<file path="src/rtl/kbd_port68_pkg.sv">
// Shared constants for the PS/2 keyboard port on the 68000 bus.
package kbd_port68_pkg;

  // Register offsets as seen on cpu_a[1]
  localparam logic REG_DATA   = 1'b0;
  localparam logic REG_STATUS = 1'b1;

  // STATUS bit positions
  localparam int ST_OVF   = 15;
  localparam int ST_FLUSH = 14;
  localparam int ST_IRQEN = 8;

  // DATA bit positions
  localparam int D_VALID   = 15;
  localparam int D_PRESSED = 9;
  localparam int D_EXT     = 8;

  // Queued entry: {pressed, extended, code[7:0]}
  localparam int KEY_W = 10;

endpackage

</file>
<file path="src/rtl/kbd_port68_fifo.sv">
// Synchronous key-event FIFO. Flush beats push/pop; pushes to a full
// FIFO and pops from an empty one are ignored.
module kbd_fifo #(
  parameter int DEPTH = 16,
  parameter int KEY_W = 10
) (
  input  logic                       clk,
  input  logic                       reset,
  input  logic                       push,
  input  logic                       pop,
  input  logic                       flush,
  input  logic [KEY_W-1:0]           wdata,
  output logic [KEY_W-1:0]           rdata,
  output logic [$clog2(DEPTH):0]     count,
  output logic                       full,
  output logic                       empty
);

  localparam int AW = $clog2(DEPTH);
  localparam logic [AW-1:0] PTR_ONE  = AW'(1);
  localparam logic [AW:0]   CNT_ONE  = (AW+1)'(1);
  localparam logic [AW:0]   CNT_FULL = (AW+1)'(DEPTH);

  logic [KEY_W-1:0] mem_q [DEPTH];
  logic [AW-1:0]    wr_ptr_q, rd_ptr_q;
  logic [AW:0]      count_q;
  logic             do_push, do_pop;

  assign full    = (count_q == CNT_FULL);
  assign empty   = (count_q == '0);
  assign count   = count_q;
  assign rdata   = mem_q[rd_ptr_q];
  assign do_push = push && !full;
  assign do_pop  = pop && !empty;

  // Pointer and occupancy bookkeeping; pointers wrap modulo DEPTH
  always_ff @(posedge clk or posedge reset) begin
    if (reset) begin
      wr_ptr_q <= '0;
      rd_ptr_q <= '0;
      count_q  <= '0;
    end else if (flush) begin
      wr_ptr_q <= '0;
      rd_ptr_q <= '0;
      count_q  <= '0;
    end else begin
      if (do_push) wr_ptr_q <= wr_ptr_q + PTR_ONE;
      if (do_pop)  rd_ptr_q <= rd_ptr_q + PTR_ONE;
      case ({do_push, do_pop})
        2'b10:   count_q <= count_q + CNT_ONE;
        2'b01:   count_q <= count_q - CNT_ONE;
        default: count_q <= count_q;
      endcase
    end
  end

  // Entry storage; contents need no reset since count gates visibility
  always_ff @(posedge clk) begin
    if (do_push && !flush) mem_q[wr_ptr_q] <= wdata;
  end

endmodule

</file>
<file path="src/rtl/kbd_port68.sv">
// PS/2 keyboard port: toggle-strobe event capture, event FIFO, DATA/STATUS
// registers committed at the end of each CPU bus cycle, and a level irq.
module kbd_port68
  import kbd_port68_pkg::*;
#(
  parameter int DEPTH            = 16,
  parameter bit C_RELEASE_EVENTS = 1'b1
) (
  input  logic        clk,
  input  logic        reset,
  input  logic [10:0] ps2_key,
  input  logic        cs,
  input  logic        as_n,
  input  logic        rw,
  input  logic        addr,
  input  logic        uds_n,
  input  logic        lds_n,
  input  logic [15:0] din,
  output logic [15:0] dout,
  output logic        irq
);

  localparam int AW = $clog2(DEPTH);
  localparam int CW = AW + 1;

  logic          prev_tog_q, armed_q;
  logic          pend_q, rw_q, addr_q, uds_n_q;
  logic          wr_ovf_clr_q, wr_flush_q, wr_irqen_q;
  logic          ovf_q, ovf_d;
  logic          irq_en_q, irq_en_d;
  logic          irq_q;

  logic          tog_evt, accept, access_open, commit;
  logic          st_wr_hi, data_rd;
  logic          fifo_push, fifo_pop, fifo_flush;
  logic          fifo_full, fifo_empty;
  logic [KEY_W-1:0] fifo_rdata;
  logic [CW-1:0] fifo_count, count_next;

  // Bits of the bus this port does not decode
  logic unused_bits;
  assign unused_bits = &{1'b0, lds_n, din[13:9], din[7:0]};

  assign tog_evt     = armed_q && (ps2_key[10] != prev_tog_q);
  assign accept      = tog_evt && (C_RELEASE_EVENTS || ps2_key[D_PRESSED]);
  assign access_open = cs && !as_n;
  assign commit      = pend_q && as_n;
  assign st_wr_hi    = commit && !rw_q && (addr_q == REG_STATUS) && !uds_n_q;
  assign data_rd     = commit && rw_q && (addr_q == REG_DATA);

  assign fifo_flush  = st_wr_hi && wr_flush_q;
  assign fifo_push   = accept && !fifo_full;
  assign fifo_pop    = data_rd && !fifo_empty;

  kbd_fifo #(
    .DEPTH (DEPTH),
    .KEY_W (KEY_W)
  ) u_fifo (
    .clk   (clk),
    .reset (reset),
    .push  (fifo_push),
    .pop   (fifo_pop),
    .flush (fifo_flush),
    .wdata (ps2_key[KEY_W-1:0]),
    .rdata (fifo_rdata),
    .count (fifo_count),
    .full  (fifo_full),
    .empty (fifo_empty)
  );

  // Next occupancy and status bits; overflow set beats clear, flush beats set
  always_comb begin
    if (fifo_flush)
      count_next = '0;
    else
      count_next = fifo_count + {{AW{1'b0}}, fifo_push} - {{AW{1'b0}}, fifo_pop};

    irq_en_d = irq_en_q;
    ovf_d    = ovf_q;
    if (st_wr_hi) begin
      irq_en_d = wr_irqen_q;
      if (wr_ovf_clr_q) ovf_d = 1'b0;
    end
    if (accept && fifo_full && !fifo_flush) ovf_d = 1'b1;
  end

  // Toggle edge tracking; the first cycle out of reset only arms
  always_ff @(posedge clk or posedge reset) begin
    if (reset) begin
      prev_tog_q <= 1'b0;
      armed_q    <= 1'b0;
    end else begin
      prev_tog_q <= ps2_key[10];
      armed_q    <= 1'b1;
    end
  end

  // Latch the open bus cycle; it commits once as_n goes high
  always_ff @(posedge clk or posedge reset) begin
    if (reset) begin
      pend_q       <= 1'b0;
      rw_q         <= 1'b1;
      addr_q       <= REG_DATA;
      uds_n_q      <= 1'b1;
      wr_ovf_clr_q <= 1'b0;
      wr_flush_q   <= 1'b0;
      wr_irqen_q   <= 1'b0;
    end else if (access_open) begin
      pend_q       <= 1'b1;
      rw_q         <= rw;
      addr_q       <= addr;
      uds_n_q      <= uds_n;
      wr_ovf_clr_q <= din[ST_OVF];
      wr_flush_q   <= din[ST_FLUSH];
      wr_irqen_q   <= din[ST_IRQEN];
    end else if (commit) begin
      pend_q       <= 1'b0;
    end
  end

  // Status registers and irq, which tracks the count change in the same clk
  always_ff @(posedge clk or posedge reset) begin
    if (reset) begin
      ovf_q    <= 1'b0;
      irq_en_q <= 1'b0;
      irq_q    <= 1'b0;
    end else begin
      ovf_q    <= ovf_d;
      irq_en_q <= irq_en_d;
      irq_q    <= irq_en_d && (count_next != '0);
    end
  end

  assign irq = irq_q;

  // Read mux follows the live address so dout is stable through the cycle
  always_comb begin
    dout = 16'h0000;
    if (addr == REG_DATA) begin
      if (!fifo_empty) begin
        dout[D_VALID]     = 1'b1;
        dout[KEY_W-1:0]   = fifo_rdata;
      end
    end else begin
      dout[ST_OVF]   = ovf_q;
      dout[ST_IRQEN] = irq_en_q;
      dout[6:0]      = 7'(fifo_count);
    end
  end

endmodule

</file>
<file path="config.mk">
export PLATFORM = sky130hd
export DESIGN_NAME = kbd_port68
export DESIGN_NICKNAME = d
export VERILOG_FILES = /design/src/rtl/kbd_port68_pkg.sv /design/src/rtl/kbd_port68_fifo.sv /design/src/rtl/kbd_port68.sv
export SDC_FILE = /design/constraint.sdc
export NUM_CORES = 1
export LEC_CHECK = 0
export CORE_UTILIZATION = 62
export CTS_CLUSTER_SIZE = 24
export DETAILED_ROUTE_END_ITERATION = 8
export PLACE_DENSITY = 0.83
export SKIP_LAST_GASP = 1
export SLEW_MARGIN = 20
export SYNTH_ARGS = -nofsm -noshare
export SYNTH_HDL_FRONTEND = slang
export SYNTH_SLANG_ARGS = --single-unit
</file>
<file path="constraint.sdc">
create_clock -name clk -period 8.8 [get_ports clk]
set_input_delay 1.76 -clock clk [delete_from_list [all_inputs] [get_ports clk]]
set_output_delay 1.76 -clock clk [all_outputs]
set_load 0.01 [all_outputs]
</file>
==> flow_summary.yaml <==
status:
  status: "finished, final reports clean"
timing:
  finalClockSkew_ns: 0.00629
  setup_viol_count_final: 0
  fin_worst_hold_slack_ns: 0.494
  worst_pin_slew_ns: 0.925
  period_share_pct: 66.6
  fin_crit_ns: 5.86
  hold_viol: 0
  max_slew_margin_pct: 38.3
  totalNegativeSetupSlack_ns: 0
  rsz0062_at_grt: "no"
  fmaxAchievable_mhz: 171
  slew_violations: 0
clocking:
  numCtsBuffers: 17
  clk_pin_slew_ns: 0.06
  cts_setup_buffers: 0
  hold_buffers: 0
  cts_resized: 0
  clock_path_buffers: 2
  clock-root-buffer: "clkbuf_16"
  clock_latency_ns: 0.43
  h-tree-depth: 4
  clock_sinks: 185
  cts_tree: "done"
setup_path:
  crit_type: "in -> out"
  crit_path_max_fanout: 10
  cp-end-kind: "output port"
  critPathArrivalTime_ns: 4.10
  critPathLaunchType: "input pin"
  cp.required_ns: 7.04
synth:
  ys_ff_latch: 185
  syn_inst: 425
  synth_top_area_share_pct: 62.0
  synth_area_leaders: "edfxtp_1 (62%), mux4_2 (11%), dfrtp_1 (7.4%)"
  ys_types: 44
  synth_edf_count: 160
  synthesis.area_sq_mm: 0.00775
  synthArstFlopShare_pct: 13.5
  yosys.area.top_type: "edfxtp_1"
  synth.avg_cell_area_sq_um: 18.2
  ys.flop_type: "edfxtp_1"
  yosysWarnings: 0
  synth-seq-area-share_pct: 70.1
route:
  via_per_inst: 6.15
  avgRoutedWirePerCell_um: 23.4
  drt-pass1-iter-count: 5
  drt_iter0_drc: 428
  vias: 3964
  drc: 0
  routed_wl_mm: 15.1
  ant_nets: 0
pwr:
  powerDensity_mw_per_mm2: 293
  finalPower_w: 0.00259
  irDropWorstVdd_mv: 0.203
  p_leak_nw: 3.01
floorplanning:
  die_x_um: 114
  die_y_um: 114
  rows: 40
  die_area_sq_mm: 0.0129
  io_pins: 52
  initial_core_util_pct: 64.0
  core_sq_mm: 0.0121
grt:
  overflow: 0
  grt_pass1_wl_mm: 23.3
  grt_usage_pct: 25.9
  grt_start_max_net_pins: 46
  grt_pass1_vias: 4072
  antenna_found_initial: 0
place:
  gp_congestion: 0.867
  hpwl_mm: 9.30
  port_buffers: 32
final_layout:
  nNetsFinal: 516
  diodes: 0
  area_growth_pct: 14.1
  drive_gt1_share_pct: 18.7
min_path:
  hp-class: "reg -> reg"
run:
  cap_violations: 0
[path summary, 6_finish.rpt]
kind,startpoint,to,slack (ns),depth (start not counted)
worst max register to register,u_fifo.count[2],irq,5.48,14
min in group asynchronous,reset,pend_q,1.85,2
max in group asynchronous,reset,u_fifo.rd_ptr_q[0],6.33,2
worst max-delay path,addr,dout[4],2.94,4
worst min register to register,ovf_q,ovf_q,0.49,2
worst min-delay path,ovf_q,ovf_q,0.49,2
[kinds of logic after synthesis]
group,after synthesis,synth area share (%)
fa+ha+maj,16,2.78
simple gates,73,5.23
xor+xnor,13,1.57
flops,185,70.1
compound gates,24,2.23
mux,71,15.6
other cells,2,0.0970
buf+inv,41,2.37
[cell usage after synthesis (2+ instances only)]
cell type	number
edfxtp_1	160
mux4_2	39
mux2i_1	25
dfrtp_1	23
inv_1	19
nand2_1	19
nor2_1	17
and2_1	14
ha_1	14
buf_2	9
mux2_2	7
xnor2_1	7
o221ai_1	6
buf_4	5
clkbuf_1	5
xor2_1	5
nand4_1	4
o22ai_1	4
a21oi_1	3
buf_1	3
nor4b_1	3
o31ai_1	3
a211oi_1	2
conb_1	2
dfstp_2	2
fa_1	2
nand2b_1	2
nand3_1	2
nor3_1	2
o21ai_0	2
or3_1	2
[flip-flops by register name, indices dropped and copies added, names as in the netlist, 4 cells and up]
| name | cells |
|---|---|
| u_fifo.mem_q | 160 |
| u_fifo.rd_ptr_q | 4 |
| u_fifo.wr_ptr_q | 4 |
| u_fifo.count | 5 |
[cell type report]
class / count / area (sq um)
tap: 168 / 210
clock inverter: 13 / 179
timing repair buffer: 39 / 373
inverter: 19 / 71.3
fill: 748 / 3270
sequential: 185 / 5430
clock buffer: 18 / 429
multi-input combinational: 203 / 2140
[worst max-delay path, stage by stage]
cell             delay, ns
clkdlybuf4s50_1       0.64
or3_1                 0.71
o221ai_1              0.38
clkdlybuf4s50_1       0.60
[report_power, final]
part,switching (W),internal [W],total [W]
Clock,0.000311,0.000471,0.000782
Combinational,0.000365,0.000360,0.000725
Sequential,0.0000533,0.00103,0.00108
[stage by stage]
step | cell area [sq um] | worst slack, ns | cells | util (%)
after floorplan | 7760 | 4.25 | 429 | -
after global placement | 8230 | 3.04 | 614 | 68.0
after detailed placement | 8230 | 2.99 | 614 | 68.0
after CTS | 8840 | 2.97 | 645 | 73.0
after global routing | 8840 | 2.88 | 645 | 73.0
final | 8840 | 2.94 | 645 | 73.0
[per-layer routing]
layer	up-vias	global-route usage (%)	wire length [um]
met2	164	42.6	7680
met3	26	5.26	998
met1	2043	34.7	6070
li1	1731	-	-
met4	0	10.0	363
met5	-	0	0
[cell usage in the layout (no fill, tap or decap), drive strengths merged, types with 2 or more instances in the layout]
cell and count:
a211oi 2, a21oi 3, and2 14, buf 7
bufinv 4, clkbuf 18, clkdlybuf4s50 32, clkinv 6
clkinvlp 3, conb 6, dfrtp 23, dfstp 2
edfxtp 160, fa 2, ha 14, inv 19
mux2 7, mux2i 25, mux4 39, nand2 19
nand2b 2, nand3 2, nand4 4, nor2 17
nor3 3, nor4b 5, o21ai 2, o221ai 6
o22ai 4, o31ai 3, or3 2, xnor2 8
xor2 5
Power figures use the tool's default switching activity.
